**src/rtl/kp_pkg.sv**
```systemverilog
// Shared keypoint types and widths used by the feature pipeline, keypoint buffer and matcher.
package kp_pkg;

    localparam int KP_COOR_W  = 10;
    localparam int KP_SCORE_W = 8;
    localparam int KP_DESC_W  = 256;

    typedef struct packed {
        logic [KP_COOR_W-1:0]  x;
        logic [KP_COOR_W-1:0]  y;
        logic [KP_SCORE_W-1:0] score;
        logic [KP_DESC_W-1:0]  desc;
    } keypoint_t;

    typedef enum logic [2:0] {
        IDLE,
        FILL,
        FLUSH,
        DRAIN,
        DONE
    } ctrl_state_t;

endpackage

```
**src/rtl/key_buffer_ctrl.sv**
```systemverilog
// Frame-level sequencer: admits scored keypoints into the keypoint buffer during a frame,
// then drains them in arrival order to the matcher and pulses completion.
module key_buffer_ctrl
    import kp_pkg::*;
#(
    parameter int                    SIZE     = 10,
    parameter logic [KP_SCORE_W-1:0] SCORE_TH = 8'd0
) (
    input  logic                  i_clk,
    input  logic                  i_rst_n,
    input  logic                  i_frame_start,
    input  logic                  i_frame_end,
    input  logic                  i_kp_valid,
    output logic                  o_kp_ready,
    input  logic [KP_COOR_W-1:0]  i_kp_coor_x,
    input  logic [KP_COOR_W-1:0]  i_kp_coor_y,
    input  logic [KP_SCORE_W-1:0] i_kp_score,
    input  logic [KP_DESC_W-1:0]  i_kp_desc,
    output logic                  o_buf_valid,
    output logic                  o_buf_next,
    output logic [KP_COOR_W-1:0]  o_buf_coor_x,
    output logic [KP_COOR_W-1:0]  o_buf_coor_y,
    output logic [KP_SCORE_W-1:0] o_buf_score,
    output logic [KP_DESC_W-1:0]  o_buf_desc,
    input  logic [KP_COOR_W-1:0]  i_buf_coor_x,
    input  logic [KP_COOR_W-1:0]  i_buf_coor_y,
    input  logic [KP_SCORE_W-1:0] i_buf_score,
    input  logic [KP_DESC_W-1:0]  i_buf_desc,
    output logic                  o_match_valid,
    input  logic                  i_match_ready,
    output logic [KP_COOR_W-1:0]  o_match_coor_x,
    output logic [KP_COOR_W-1:0]  o_match_coor_y,
    output logic [KP_SCORE_W-1:0] o_match_score,
    output logic [KP_DESC_W-1:0]  o_match_desc,
    output logic                  o_match_last,
    output logic                  o_frame_done,
    output logic [9:0]            o_kp_count,
    output logic [9:0]            o_drop_count,
    output logic                  o_overrun
);

    localparam logic [9:0] SIZE_C   = 10'(SIZE);
    localparam logic [9:0] DROP_MAX = 10'd1023;

    ctrl_state_t           r_state;
    ctrl_state_t           w_next;
    logic                  r_buf_valid;
    logic [KP_COOR_W-1:0]  r_buf_coor_x;
    logic [KP_COOR_W-1:0]  r_buf_coor_y;
    logic [KP_SCORE_W-1:0] r_buf_score;
    logic [KP_DESC_W-1:0]  r_buf_desc;
    logic [9:0]            r_kp_count;
    logic [9:0]            r_drop_count;
    logic [9:0]            r_remaining;
    logic                  r_overrun;

    logic w_in_fill;
    logic w_admit;
    logic w_drop;
    logic w_handshake;

    assign w_in_fill   = (r_state == FILL);
    assign w_admit     = w_in_fill && i_kp_valid && (i_kp_score >= SCORE_TH) && (r_kp_count < SIZE_C);
    assign w_drop      = w_in_fill && i_kp_valid && !w_admit;
    assign w_handshake = (r_state == DRAIN) && i_match_ready;

    // Drain payload is gated by state so every output reads zero outside DRAIN, including under reset.
    always_comb begin
        w_next         = r_state;
        o_kp_ready     = 1'b0;
        o_match_valid  = 1'b0;
        o_match_last   = 1'b0;
        o_buf_next     = 1'b0;
        o_frame_done   = 1'b0;
        o_match_coor_x = '0;
        o_match_coor_y = '0;
        o_match_score  = '0;
        o_match_desc   = '0;

        unique case (r_state)
            IDLE: begin
                if (i_frame_start) w_next = FILL;
            end
            FILL: begin
                o_kp_ready = 1'b1;
                if (i_frame_end) w_next = FLUSH;
            end
            FLUSH: begin
                w_next = (r_kp_count != 10'd0) ? DRAIN : DONE;
            end
            DRAIN: begin
                o_match_valid  = 1'b1;
                o_match_coor_x = i_buf_coor_x;
                o_match_coor_y = i_buf_coor_y;
                o_match_score  = i_buf_score;
                o_match_desc   = i_buf_desc;
                o_match_last   = (r_remaining == 10'd1);
                o_buf_next     = i_match_ready;
                if (w_handshake && (r_remaining == 10'd1)) w_next = DONE;
            end
            DONE: begin
                o_frame_done = 1'b1;
                w_next       = IDLE;
            end
            default: w_next = IDLE;
        endcase
    end

    always_ff @(posedge i_clk or negedge i_rst_n) begin
        if (!i_rst_n) begin
            r_state      <= IDLE;
            r_buf_valid  <= 1'b0;
            r_buf_coor_x <= '0;
            r_buf_coor_y <= '0;
            r_buf_score  <= '0;
            r_buf_desc   <= '0;
            r_kp_count   <= '0;
            r_drop_count <= '0;
            r_remaining  <= '0;
            r_overrun    <= 1'b0;
        end else begin
            r_state     <= w_next;
            r_buf_valid <= w_admit;
            if (w_admit) begin
                r_buf_coor_x <= i_kp_coor_x;
                r_buf_coor_y <= i_kp_coor_y;
                r_buf_score  <= i_kp_score;
                r_buf_desc   <= i_kp_desc;
            end

            // Counters are only cleared by a new frame so they stay readable after DONE.
            if ((r_state == IDLE) && i_frame_start) begin
                r_kp_count   <= '0;
                r_drop_count <= '0;
            end else begin
                if (w_admit) r_kp_count <= r_kp_count + 10'd1;
                if (w_drop && (r_drop_count != DROP_MAX)) r_drop_count <= r_drop_count + 10'd1;
            end

            if (i_frame_start && (r_state != IDLE)) r_overrun <= 1'b1;

            if (r_state == FLUSH) r_remaining <= r_kp_count;
            else if (w_handshake) r_remaining <= r_remaining - 10'd1;
        end
    end

    assign o_buf_valid  = r_buf_valid;
    assign o_buf_coor_x = r_buf_coor_x;
    assign o_buf_coor_y = r_buf_coor_y;
    assign o_buf_score  = r_buf_score;
    assign o_buf_desc   = r_buf_desc;
    assign o_kp_count   = r_kp_count;
    assign o_drop_count = r_drop_count;
    assign o_overrun    = r_overrun;

endmodule

```
**config.mk**
```make
export PLATFORM = sky130hd
export DESIGN_NAME = key_buffer_ctrl
export DESIGN_NICKNAME = d
export VERILOG_FILES = /design/src/rtl/kp_pkg.sv /design/src/rtl/key_buffer_ctrl.sv
export SDC_FILE = /design/constraint.sdc
export NUM_CORES = 1
export LEC_CHECK = 0
export CAP_MARGIN = 20
export CORE_AREA = 2 2 455 457
export DETAILED_ROUTE_END_ITERATION = 10
export DIE_AREA = 0 0 457 459
export GPL_TIMING_DRIVEN = 1
export MAX_ROUTING_LAYER = met4
export PLACE_DENSITY = 0.32
export RECOVER_POWER = 25
export SYNTH_ARGS = -nofsm -noshare
export SYNTH_HDL_FRONTEND = slang
export SYNTH_SLANG_ARGS = --single-unit
```
**constraint.sdc**
```tcl
create_clock -name i_clk -period 2.5 [get_ports i_clk]
set_clock_uncertainty 0.2 [all_clocks]
set_input_delay 0.375 -clock i_clk [delete_from_list [all_inputs] [get_ports i_clk]]
set_output_delay 0.375 -clock i_clk [all_outputs]
set_load 0.05 [all_outputs]
```
==> flow_summary_export.csv, run 1 <==
group,metric,value,unit
placed_design,post-place-cells,4993,
floorplanning,rows,167,
logic_synthesis,synthAdderAreaFrac,0.4333,%
clocking,cts_htree_levels,2,
sta,rsz0062_at_grt,"yes",
placed_design,place_hpwl,125100,um
logic_synthesis,synth_top_family_by_area,"multiplexers",
grt,globalRouteTotalUtil,13.45,%
grt,first_global_vias,15712,
floorplanning,fp.dieArea,0.2098,mm^2
worst_setup_path,end_kind,"output port",
logic_synthesis,ys_seq_elements,319,
floorplanning,die-height,459,um
clocking,clkSlewWorstSetupHoldPaths,0.06,ns
worst_setup_path,critical_path.startpoint_type,"register",
layout,syn2layout_area_growth,146.8,%
route,antenna_violating_nets_post_route,0,
run_status,failed_checks,"max-capacitance violations, max-slew violations, negative setup slack",
worst_setup_path,critical_path.max_fanout,6,
grt,overflow,0,
pwr,p_leak,14.09,nW
floorplanning,io-pin-count,1169,
grt,grt_antenna_before_repair,79,
route,drcViolationCount,0,
logic_synthesis,yosys.area_share.simple,15.78,%
sta,max-slew-margin-rel,-1.049,%
worst_setup_path,critical_path_required,1.92,ns
layout,final_net_count,2950,
logic_synthesis,synth_cell_type_count,49,
flow_run,cap_violations,1,
logic_synthesis,syn_avg_cell_area,12.98,um^2
logic_synthesis,synth-async-reset-ratio,100.0,%
hold_path,hold_start,"i_kp_desc[155]",
route,routed_wire_length_per_instance,27.62,um
sta,worst_hold_slack,0.1669,ns
clocking,tritoncts_clock_tree,"yes",
logic_synthesis,mappedNetlistArea,0.01444,mm^2
sta,finalHoldViolCount,0,
logic_synthesis,number_of_synthesized_flops_with_an_enable_pin,0,
layout,post_route_cells_drive_above_1_share,33.79,%
layout,finish.cell_count_without_fillers,5166,
route,drt_iter0_drc,478,
sta,timing.fmax,354.4,MHz
run_status,status,"finished with violations",
sta,post-route-period-util,112.9,%
worst_setup_path,category_of_the_most_critical_setup_path,"reg -> out",
clocking,clkSinkCount,319,
hold_path,holdCritPathClass,"in -> reg",
sta,post_route_setup_tns,-62.28,ns
logic_synthesis,synthXorXnorAreaFrac,0.1213,%
logic_synthesis,syn_nets,1691,
clocking,clockBufferDepth,3,
floorplanning,floorplan.die.width,457,um
clocking,clk_latency,0.60,ns
route,routed_wl,142700,um
worst_setup_path,startpoint,"r_state[2]$_DFFE_PN0P_",
pwr,power_per_cell_area,1574,mW/mm^2
grt,grt_start_max_net_pins,70,
grt,grt_first_pass_wirelength,176900,um
placed_design,final_wtd_congestion,0.9906,
worst_setup_path,cp.arrival,2.25,ns
logic_synthesis,ys_seq_area_share,55.29,%
logic_synthesis,synth_flop_cell,"sky130_fd_sc_hd__dfrtp_1",
logic_synthesis,post_synth_mux_area_share,22.43,%
logic_synthesis,synthCells,1112,
logic_synthesis,synthesis.yosys.warnings,0,
logic_synthesis,synth_compound_gate_area_share,2.288,%
sta,final_max_slew_viol_count,36,
clocking,tritoncts.num_buffers,45,
placed_design,numPortBuffers,1168,
clocking,cts_root_buffer,"sky130_fd_sc_hd__clkbuf_16",
worst_setup_path,worstReg2RegStart,"r_state[1]$_DFFE_PN0P_",
sta,finish_stage_setup_viols,286,
route,drt_pass1_iterations,4,
pwr,vdd.ir_drop.worst,0.5372,mV
sta,tightestPinTransition,1.516,ns
layout,mostFrequentLayoutCell,"sky130_fd_sc_hd__clkdlybuf4s50_1",
route,vias,14466,
floorplanning,floorplan.core_area,0.2056,mm^2
sta,setup_ws,-0.3215,ns
sta,final_period_minus_worst_setup_slack,2.821,ns
floorplanning,starting_utilization_of_the_core_area,7.022,%
layout,layout_common_cells,"838 x sky130_fd_sc_hd__clkdlybuf4s50_1, 318 x sky130_fd_sc_hd__dfrtp_1, 308 x sky130_fd_sc_hd__buf_12",
route,routed_via_density,2.800,
## worst max-delay path: stages, from the launching register on
cell and delay, ns:
sky130_fd_sc_hd__dfrtp_1 0.38, sky130_fd_sc_hd__and3b_4 0.30, sky130_fd_sc_hd__buf_12 0.15, sky130_fd_sc_hd__buf_16 0.16, sky130_fd_sc_hd__buf_12 0.16, sky130_fd_sc_hd__clkbuf_16 0.16, sky130_fd_sc_hd__and2_4 0.15, sky130_fd_sc_hd__buf_12 0.13
## where the power goes
part / total [mW] / switching, mW / internal (mW)
combinational: 40.5 / 24.0 / 16.4
sequential: 9.05 / 1.37 / 7.69
clock: 6.56 / 2.64 / 3.92
total: 56.1 / 28.0 / 28.1
## metrics by stage
step	utilization, %	instance area (um^2)	power, mW	worst slack, ns
finish	17.33	35640	56.08	-0.3215
global route	17.33	35630	58.30	-0.3900
CTS	17.09	35140	56.66	-0.4397
detailed placement	15.92	32730	47.42	-0.1214
global placement	15.92	32730	47.39	-0.07264
floorplan	-	14440	28.34	0.02352
## state kept, by name (all words and copies together) (netlist names)
| name | flops |
|---|---|
| o_overrun | 1 |
| o_buf_desc | 256 |
| r_state | 3 |
| o_buf_coor_x | 10 |
| o_drop_count | 10 |
| o_kp_count | 10 |
| o_buf_valid | 1 |
| o_buf_coor_y | 10 |
| o_buf_score | 8 |
| r_remaining | 10 |
## kinds of logic after synthesis
logic type,Yosys count
and+or+nand+nor,368
DFF,319
muxes,288
buffers and inverters,84
AOI/OAI and AO/OA,46
adders and majority gates,5
xor gates and xnor gates,2
## path summary, 6_finish.rpt
kind	to	cells past startpoint	slack, ns
worst min register to register	o_buf_desc[4]$_DFFE_PN0P_	1	0.28
worst max register to register	o_buf_desc[22]$_DFFE_PN0P_	6	0.13
min in group asynchronous	o_buf_desc[56]$_DFFE_PN0P_	2	0.46
max in group asynchronous	r_state[1]$_DFFE_PN0P_	3	0.17
worst max-delay path	o_match_desc[136]	7	-0.32
worst min-delay path	o_buf_desc[155]$_DFFE_PN0P_	2	0.17
## per-layer routing
layer	vias to the layer above	global-route usage, %	share of wire, %
met5	-	-	0
met2	828	27.74	59
met4	0	6.531	5.8
li1	6433	-	-
met3	165	5.780	9.9
met1	7040	9.249	25
## layout make-up
class / count / area [um^2]
fill: 22712 / 170000
timing repair buffer: 1286 / 16090
sequential: 319 / 7984
multi-input combinational: 709 / 6507
tap: 2704 / 3383
clock buffer: 58 / 1245
clock inverter: 18 / 235.2
antenna: 62 / 155.1
inverter: 10 / 37.54
## cell usage after synthesis (7+ instances only)
| cell | n | share of area [%] |
|---|---|---|
| sky130_fd_sc_hd__nand3_1 | 7 | 0.24 |
| sky130_fd_sc_hd__mux2_2 | 84 | 6.6 |
| sky130_fd_sc_hd__and2_1 | 293 | 13 |
| sky130_fd_sc_hd__nand2_1 | 17 | 0.44 |
| sky130_fd_sc_hd__buf_6 | 23 | 1.8 |
| sky130_fd_sc_hd__a21oi_1 | 9 | 0.31 |
| sky130_fd_sc_hd__clkbuf_1 | 39 | 1.0 |
| sky130_fd_sc_hd__nor3_1 | 7 | 0.24 |
| sky130_fd_sc_hd__inv_1 | 10 | 0.26 |
| sky130_fd_sc_hd__mux2_1 | 200 | 16 |
| sky130_fd_sc_hd__buf_2 | 9 | 0.31 |
| sky130_fd_sc_hd__dfrtp_1 | 319 | 55 |
| sky130_fd_sc_hd__nor2_1 | 11 | 0.29 |
## repair_timing
item,4_1_cts,5_1_grt
buffers inserted,12,8
endpoints found under the hold margin,228,0
pin swaps,23,16
gates resized for setup,172,123
cloned,12,4
endpoints found under the setup margin,309,306
hold buffers,1,0
(Power assumes the default switching activity.)
==> run 2, diff against run 1 <==
--- a/config.mk
+++ b/config.mk
@@ -13,6 +13,7 @@
 export MAX_ROUTING_LAYER = met4
 export PLACE_DENSITY = 0.32
 export RECOVER_POWER = 25
+export SLEW_MARGIN = 20
 export SYNTH_ARGS = -nofsm -noshare
 export SYNTH_HDL_FRONTEND = slang
 export SYNTH_SLANG_ARGS = --single-unit
==> results of run 2 <==
The final DEF is identical to that of run 1; final timing and power are the same.
